$ cat config.mk
export PLATFORM = sky130hd
export DESIGN_NAME = fetch_stage_flat
export DESIGN_NICKNAME = d
export VERILOG_FILES = /design/src/rtl/fetch_pkg.sv /design/src/rtl/fetch_stage_if.sv /design/src/rtl/fetch_stage_next_pc_sel.sv /design/src/rtl/fetch_stage.sv /design/src/flat_wrapper.sv
export SDC_FILE = /design/constraint.sdc
export NUM_CORES = 1
export LEC_CHECK = 0
export CAP_MARGIN = 0
export CORE_ASPECT_RATIO = 1.5
export CORE_MARGIN = 10
export CORE_UTILIZATION = 51
export DETAILED_ROUTE_END_ITERATION = 16
export PLACE_DENSITY = 0.87
export SYNTH_ARGS = -nofsm -noshare
export SYNTH_HDL_FRONTEND = slang
export SYNTH_SLANG_ARGS = --single-unit
$ cat constraint.sdc
create_clock -name clk -period 4 [get_ports clk]
set_input_delay 0.8 -clock clk [delete_from_list [all_inputs] [get_ports clk]]
set_output_delay 0.8 -clock clk [all_outputs]
set_load 0.05 [all_outputs]
$ cat src/rtl/fetch_pkg.sv
// Shared types and constants for the Dioptase fetch stage.
package fetch_pkg;

    localparam int unsigned XLEN  = 32;
    localparam int unsigned EXC_W = 8;
    localparam int unsigned CNT_W = 16;

    localparam logic [EXC_W-1:0] FEXC_NONE  = 8'h00;
    localparam logic [EXC_W-1:0] FEXC_ITLB  = 8'h82;
    localparam logic [EXC_W-1:0] FEXC_ALIGN = 8'h83;

    typedef struct packed {
        logic [XLEN-1:0]  pc;
        logic             valid;
        logic [EXC_W-1:0] exc;
    } fetch_slot_t;

    // Misalignment outranks an ITLB miss for the issued address.
    function automatic logic [EXC_W-1:0] issue_exc(input logic [XLEN-1:0] addr,
                                                   input logic            miss);
        if (addr[1:0] != 2'b00) return FEXC_ALIGN;
        if (miss)               return FEXC_ITLB;
        return FEXC_NONE;
    endfunction

endpackage

$ cat src/rtl/fetch_stage_if.sv
// Instruction-memory port plus the decode-facing fetch result.
interface fetch_stage_if;
    import fetch_pkg::*;

    logic [XLEN-1:0]  mem_addr;
    logic             mem_re;
    logic             itlb_miss;
    logic [XLEN-1:0]  pc_out;
    logic             bubble_out;
    logic [EXC_W-1:0] tlb_exc_out;

    modport master (
        output mem_addr, mem_re, pc_out, bubble_out, tlb_exc_out,
        input  itlb_miss
    );

    modport slave (
        input  mem_addr, mem_re, pc_out, bubble_out, tlb_exc_out,
        output itlb_miss
    );

endinterface

$ cat src/rtl/fetch_stage_next_pc_sel.sv
// Priority mux for the next fetch PC: exception > return > branch > sequential.
module next_pc_sel
    import fetch_pkg::*;
(
    input  logic [XLEN-1:0] pc,
    input  logic            exc_redirect,
    input  logic [XLEN-1:0] exc_target,
    input  logic            ret_redirect,
    input  logic [XLEN-1:0] ret_target,
    input  logic            br_redirect,
    input  logic [XLEN-1:0] br_target,
    output logic [XLEN-1:0] next_pc_c,
    output logic            redirect_c
);

    always_comb begin
        next_pc_c  = pc + XLEN'(4);
        redirect_c = exc_redirect | ret_redirect | br_redirect;
        if (exc_redirect)      next_pc_c = exc_target;
        else if (ret_redirect) next_pc_c = ret_target;
        else if (br_redirect)  next_pc_c = br_target;
    end

endmodule

$ cat src/rtl/fetch_stage.sv
// Fetch PC generation and two-slot tracking across the fixed two-cycle imem latency.
module fetch_stage
    import fetch_pkg::*;
#(
    parameter logic [31:0] RESET_PC = 32'h0000_0400
) (
    input  logic             clk,
    input  logic             rst_n,
    input  logic             clk_en,
    input  logic             halt,
    input  logic             stall,
    input  logic             exc_redirect,
    input  logic [XLEN-1:0]  exc_target,
    input  logic             ret_redirect,
    input  logic [XLEN-1:0]  ret_target,
    input  logic             br_redirect,
    input  logic [XLEN-1:0]  br_target,
    output logic [CNT_W-1:0] redirect_cnt,
    fetch_stage_if.master    fif
);

    localparam fetch_slot_t SLOT_RST = '{pc: RESET_PC, valid: 1'b0, exc: FEXC_NONE};

    logic [XLEN-1:0]  pc_q;
    fetch_slot_t      slot_a_q, slot_b_q;
    fetch_slot_t      slot_a_d, slot_b_d;
    logic [XLEN-1:0]  pc_d;
    logic [CNT_W-1:0] cnt_q;
    logic [XLEN-1:0]  next_pc_c;
    logic             redirect_c;
    logic             en_c;

    assign en_c = clk_en & ~halt;

    next_pc_sel u_next_pc_sel (
        .pc           (pc_q),
        .exc_redirect (exc_redirect),
        .exc_target   (exc_target),
        .ret_redirect (ret_redirect),
        .ret_target   (ret_target),
        .br_redirect  (br_redirect),
        .br_target    (br_target),
        .next_pc_c    (next_pc_c),
        .redirect_c   (redirect_c)
    );

    // A redirect squashes both slots and loads the PC even while stalled.
    always_comb begin
        pc_d     = pc_q;
        slot_a_d = slot_a_q;
        slot_b_d = slot_b_q;
        if (!stall) begin
            pc_d     = next_pc_c;
            slot_b_d = slot_a_q;
            slot_a_d = '{pc: pc_q, valid: 1'b1, exc: issue_exc(pc_q, fif.itlb_miss)};
        end else if (redirect_c) begin
            pc_d = next_pc_c;
        end
        if (redirect_c) begin
            slot_a_d.valid = 1'b0;
            slot_b_d.valid = 1'b0;
        end
    end

    always_ff @(posedge clk or negedge rst_n) begin
        if (!rst_n) begin
            pc_q     <= RESET_PC;
            slot_a_q <= SLOT_RST;
            slot_b_q <= SLOT_RST;
            cnt_q    <= '0;
        end else if (en_c) begin
            pc_q     <= pc_d;
            slot_a_q <= slot_a_d;
            slot_b_q <= slot_b_d;
            if (redirect_c && (cnt_q != {CNT_W{1'b1}})) cnt_q <= cnt_q + CNT_W'(1);
        end
    end

    assign redirect_cnt    = cnt_q;
    assign fif.mem_addr    = pc_q;
    assign fif.mem_re      = rst_n & ~halt;
    assign fif.pc_out      = slot_b_q.pc;
    assign fif.bubble_out  = ~slot_b_q.valid;
    assign fif.tlb_exc_out = slot_b_q.valid ? slot_b_q.exc : FEXC_NONE;

endmodule

$ cat src/flat_wrapper.sv
// flat-port wrapper written by rule: the top's interface ports become plain ports
module fetch_stage_flat import fetch_pkg::*;
#(
    parameter logic [31:0] RESET_PC = 32'h0000_0400
)
  (clk, rst_n, clk_en, halt, stall, exc_redirect, exc_target, ret_redirect, ret_target, br_redirect, br_target, redirect_cnt, fif_mem_addr, fif_mem_re, fif_pc_out, fif_bubble_out, fif_tlb_exc_out, fif_itlb_miss);
  fetch_stage_if fif_i ();
  input  logic clk;
  input  logic rst_n;
  input  logic clk_en;
  input  logic halt;
  input  logic stall;
  input  logic exc_redirect;
  input  logic [XLEN-1:0] exc_target;
  input  logic ret_redirect;
  input  logic [XLEN-1:0] ret_target;
  input  logic br_redirect;
  input  logic [XLEN-1:0] br_target;
  output logic [CNT_W-1:0] redirect_cnt;
  output wire logic [$bits(fif_i.mem_addr)-1:0] fif_mem_addr;
  output wire logic [$bits(fif_i.mem_re)-1:0] fif_mem_re;
  output wire logic [$bits(fif_i.pc_out)-1:0] fif_pc_out;
  output wire logic [$bits(fif_i.bubble_out)-1:0] fif_bubble_out;
  output wire logic [$bits(fif_i.tlb_exc_out)-1:0] fif_tlb_exc_out;
  input wire logic [$bits(fif_i.itlb_miss)-1:0] fif_itlb_miss;
  assign fif_mem_addr = fif_i.mem_addr;
  assign fif_mem_re = fif_i.mem_re;
  assign fif_pc_out = fif_i.pc_out;
  assign fif_bubble_out = fif_i.bubble_out;
  assign fif_tlb_exc_out = fif_i.tlb_exc_out;
  assign fif_i.itlb_miss = fif_itlb_miss;
  fetch_stage #(.RESET_PC(RESET_PC)) u_core (.clk(clk), .rst_n(rst_n), .clk_en(clk_en), .halt(halt), .stall(stall), .exc_redirect(exc_redirect), .exc_target(exc_target), .ret_redirect(ret_redirect), .ret_target(ret_target), .br_redirect(br_redirect), .br_target(br_target), .redirect_cnt(redirect_cnt), .fif(fif_i));
endmodule
Word-level counts from Yosys, hierarchy flattened
Index checks and enable logic that the tools add are counted.
- flip-flop bits (word level): 130
- logic and storage cells: 43
- output and inout port bits: 90
- reduce and logical (&&, ||, !) cells: 5
- add/subtract/negate cells: 2
- eq/ne operators: 2
- muxes and demuxes: 19
- bitwise gates (word level): 7
- operators with widths (cell ; number):
    $mux W32 ; 5
    $mux W8 ; 5
    $add A32 B3 Y32 const B ; 1
    $mux W9 ; 2
    $add A16 B1 Y16 const B ; 1
    $ne A16 B16 Y1 const B ; 1
    $mux W1 ; 7
    $reduce_and A2 Y1 ; 3
    $not A1 Y1 ; 3
    $and A1 B1 Y1 ; 2
    $ne A2 B1 Y1 const B ; 1
    $or A1 B1 Y1 ; 2
    $reduce_bool A2 Y1 ; 1
    $logic_and A1 B1 Y1 ; 1

Depth between registers and ports, before layout
- word-level depth: 9
- gate-level depth with buffers: 7
- mapped depth without buffers: 6

Modules after synthesis
A second synthesis with hierarchy kept.
- cell total of the unflattened synthesis: 569
- area, all modules: 6412.4 um^2
- by module, submodules not included (module ; instances ; area each (um^2) ; cells an instance):
    fetch_stage ; 1 ; 4922.2 ; 341
    next_pc_sel ; 1 ; 1490.2 ; 228

Least setup slack after synthesis
Ideal clock, no wire load.
- path kind: register to register
- start point: reg u_core.pc_q[2], in the netlist u_core.fif.mem_addr[2]
- end point: reg u_core.pc_q[30], in the netlist u_core.fif.mem_addr[30]
- cell stages (with the launch flop): 8
- setup slack: 1557 ps
- data required time: 3873 ps
- library setup time: 127 ps
- data arrival time: 2316 ps
- buffers on the path: 1
- cells stage by stage: dfrtp_1 ha_1 inv_1 or4_1 buf_2 or3_1 a31oi_1 nand3_1
- cells in the longest elaborated chain, start to end: 6
- RTL lines (item ; line ; RTL):
    from (decl) ; fetch_stage.sv:24 ; logic [XLEN-1:0] pc_q;
    from (signal assigned) ; fetch_stage.sv:72 ; pc_q <= pc_d;
    $add A32 B3 Y32 * ; fetch_stage_next_pc_sel.sv:17 ; next_pc_c = pc + XLEN'(4);
    $mux W32 * ; fetch_stage_next_pc_sel.sv:21 ; else if (br_redirect) next_pc_c = br_target;
    $mux W32 * ; fetch_stage_next_pc_sel.sv:20 ; else if (ret_redirect) next_pc_c = ret_target;
    $mux W32 * ; fetch_stage_next_pc_sel.sv:19 ; if (exc_redirect) next_pc_c = exc_target;
    $mux W32 ; fetch_stage.sv:56 ; end else if (redirect_c) begin
    $mux W32 * ; fetch_stage.sv:52 ; if (!stall) begin
Mark *: on every way between the ends. The rest lies on a longest branch, timed or not. The select of a mux whose other input is x is not followed.
A chain may end at the register's enable or synchronous reset.

Worst setup path in the final report
- start point: in br_redirect
- end point: reg u_core.pc_q[25], in the netlist u_core.fif.mem_addr[25]
- cells in the longest elaborated chain, start to end: 5
- elaborated cells between the ends (all ways): 8
- classes of those cells: eq/ne: 1; mux: 5; bitwise: 1; reduce/logical: 1
- RTL lines (item ; line ; RTL):
    from (decl) ; flat_wrapper.sv:17 ; input logic br_redirect;
    $mux W32 ; fetch_stage_next_pc_sel.sv:21 ;
    $mux W32 ; fetch_stage_next_pc_sel.sv:20 ;
    $mux W32 ; fetch_stage_next_pc_sel.sv:19 ;
    $mux W32 ; fetch_stage.sv:56 ;
    $mux W32 ; fetch_stage.sv:52 ;
Several ways; a longest one is shown, not always the timed one. The select of a mux whose other input is x is not followed.

==> impl_metrics.tcl <==
set metrics [dict create \
    n_fill_cell 841 \
    cp_max_fo 18 \
    row_count 49 \
    critPathSlowestCell "clkdlybuf4s50_1" \
    ys.flop_type "dfrtp_1" \
    grt_use_total_pct 24.7 \
    viasPerCell 6.24 \
    start_kind "input pin" \
    via_count 5753 \
    power-per-cell-area_nw_per_um2 638 \
    cp_num_cells 6 \
    r2r-end "u_core.fif.mem_addr[30]" \
    end_kind "register" \
    r2r_start "u_core.fif.mem_addr[2]" \
    dp_slack_ns 0.732 \
    cts.sinks 118 \
    p_int_mw 3.43 \
    avgSynthCellArea_um2 10.3 \
    p_sw_mw 2.09 \
    drt_iter0_drc 528 \
    fin_area_um2 8650 \
    hold_viol_final 0 \
    grt-ovfl-total 0 \
    portBuffers 189 \
    cts_tree "yes" \
    htree_num_levels 4 \
    arrival_ns 3.28 \
    whs_path_depth 1 \
    worstPathRequired_ns 4.29 \
    fin_worst_skew_ns 0.00529 \
    worst_hold_path.endpoint "u_core.slot_a_q[26]" \
    hold_start "u_core.slot_a_q[26]" \
    vdd_drop_max_mv 0.435 \
    min_period_over_period_pct 74.9 \
    r2r_cells 6 \
    max_cap_viol_count 0 \
    worst_skew_pair.late_latency_ns 0.41 \
    p_clk_share_pct 30.6 \
    io-pin-count 195 \
    r2r_slack_ns 1.39 \
    switching_share_pct 37.8 \
    worst_slack_ns 1.00 \
    worstPathCellList "clkdlybuf4s50_1, nand2b_1, o22ai_1, nor3_1, mux2i_1, nand3_1" \
    synth_edf_count 0 \
    ctsHoldBuffers 0 \
    grt_setup_unrepaired "false" \
    core_area_um2 12000 \
    dieArea_um2 17100 \
    cts_setup_buffers 0 \
    fin_crit_ns 3.00 \
    p_leak_nw 3.48 \
    initial_utilization_pct 51.8 \
    gp_congestion 0.916 \
    grt_antenna_before_repair 1 \
    wl_um 21100 \
    synth_cell_type_count 58 \
    status "complete, no violations" \
    grt_pass1_vias 6007 \
    clk_pin_slew_ns 0.05 \
    maxSlewViolCount 0 \
    area_delta_synth_final_pct 39.6 \
    tightestPinTransition_ns 0.890 \
    synthCells 599 \
    fin_total_pwr_mw 5.52 \
    ys_seq_area_share_pct 47.7 \
    setup_tns_ns 0 \
    synth_top_area_share_pct 46.4 \
    cp_num_buf_inv 1 \
    die_w_um 110 \
    yosysWarnings 0 \
    cp_top_family "buffers and inverters" \
    syn_area_um2 6200 \
    setup_viol 0 \
    synth_area_leaders "dfrtp_1 46%, mux2_2 12%, buf_4 4.6%" \
    hold_class "reg -> reg" \
    seq_power_share_pct 33.2 \
    drive_gt1_share_pct 16.1 \
    pwr-share-comb_pct 36.2 \
    synth_async_sr_flop_share_pct 100 \
    dp_hpwl_um 15300 \
    ys_ff_latch 118 \
    first_pass_iters 7 \
    cts_buffers 17 \
    grt_pass1_wl_um 32800 \
    place_area_um2 7990 \
    grt_max_degree 62 \
    cts-resized-gates 0 \
    crit_path_max_incr_delay_ns 0.90 \
    synth_area_leader_cell "dfrtp_1" \
    final_util_pct 72.3 \
    clk_root_buffer_cell "clkbuf_16" \
    max-slew-margin-rel_pct 40.7 \
    antenna_left 0 \
    drc_errors 0 \
    fmaxAchievable_mhz 334 \
    wl_per_cell_um 22.8 \
    max-clock-path-buffers 2 \
    worst-setup-path-type "in -> reg" \
    die_h_um 155 \
    num-nets-final 862 \
]
[through the flow]
stage | std cells | hold slack, ns
detailed placement | 889 | 0.490
CTS | 921 | 0.502
global route | 921 | 0.509
floorplan | 603 | 0.466
finish | 922 | 0.499
global placement | 889 | 0.482
[how the worst max path moves through the flow]
stage | to | start
final | u_core.fif.mem_addr[25] | br_redirect
after global routing | fif_mem_re | halt
after CTS | fif_mem_re | halt
after global placement | u_core.fif.mem_addr[29] | br_redirect
after floorplan | u_core.fif.mem_addr[30] | u_core.fif.mem_addr[2]
after detailed placement | u_core.redirect_cnt[11] | br_redirect
[metal layers]
layer	track usage, %	vias up	wire length, um
met2	40.7	404	10600
met5	0	-	12
met4	12.8	2	930
met3	8.11	88	2230
met1	27.6	2770	7310
li1	-	2489	-
[layout by cell type, fill, tap and decap left out, drive strengths merged, types with 3 or more instances in the layout]
cell type and n:
and4 3, nor2 32, clkinv 4, clkbuf 19
a221oi 8, a31oi 11, clkdlybuf4s50 188, a21oi 22
clkinvlp 3, dfstp 3, nand3 30, o21ai 24
nor2b 4, and2 5, mux2 67, nand4 20
inv 11, buf 13, a211o 3, bufinv 5
o22ai 21, a211oi 4, nand2 36, o21a 4
dfrtp 115, nand2b 5, mux2i 6, a22oi 3
or3 3, and3 9, o211ai 8, xor2 10
or2 3, conb 5, nor3 16, xnor2 13
nor4 5
[sequential cells by signal, summed over array words and instances, names as in the netlist]
signal / cells
u_core.redirect_cnt: 16
u_core.slot_a_q: 35
u_core.fif.mem_addr: 32
u_core.fif.pc_out: 32
u_core.slot_b_q: 3
[synthesized netlist by cell type, types with 4 or more instances]
cell / instances
dfrtp_1: 115
mux2_2: 67
buf_4: 38
nand2_1: 36
nor2_1: 31
nand3_1: 30
o21ai_0: 23
a21oi_1: 22
clkbuf_1: 22
o22ai_1: 21
nand4_1: 20
nor3_1: 16
xnor2_1: 13
a31oi_1: 11
inv_1: 10
xor2_1: 10
and3_1: 9
a221oi_1: 8
o211ai_1: 8
mux2i_1: 6
and2_1: 5
nand2b_1: 5
a211oi_1: 4
buf_1: 4
buf_2: 4
nor2b_1: 4
o21a_1: 4
[power by group through the flow]
stage | clock [mW] | sequential, mW | combinational, mW
after floorplan | 0 | 2.04 | 1.19
after global placement | 0 | 1.81 | 1.95
after global routing | 1.76 | 1.88 | 2.08
final | 1.69 | 1.83 | 2.00
after CTS | 1.70 | 1.83 | 2.01
after detailed placement | 0 | 1.84 | 1.99
[worst register-to-register path: stages, from the launching register on]
cell and delay (ns):
dfrtp_1 0.47, ha_1 0.38, inv_1 0.15, or4_1 0.73, or3_1 0.44, a31oi_1 0.20, nand3_1 0.12
[cells by family after synthesis]
| group | share of synthesized area, % |
|---|---|
| buf+inv | 7.11 |
| xor+xnor | 3.25 |
| flops | 47.7 |
| mux | 13.1 |
| fa+ha+maj | 0.404 |
| compound gates | 13.7 |
| other cells | 0.0605 |
| simple gates | 14.6 |
[cell type report]
cell class / instances / area (um^2) / area share (%)
Multi-Input combinational cell: 407 / 2830 / 32.7
Inverter: 10 / 37.5 / 0.434
Antenna cell: 1 / 2.50 / 0.0289
Tap cell: 153 / 191 / 2.21
Clock buffer: 19 / 453 / 5.24
Sequential cell: 118 / 2960 / 34.2
Timing Repair Buffer: 201 / 1980 / 22.9
Clock inverter: 13 / 201 / 2.33
Power figures use the tool's default switching activity.
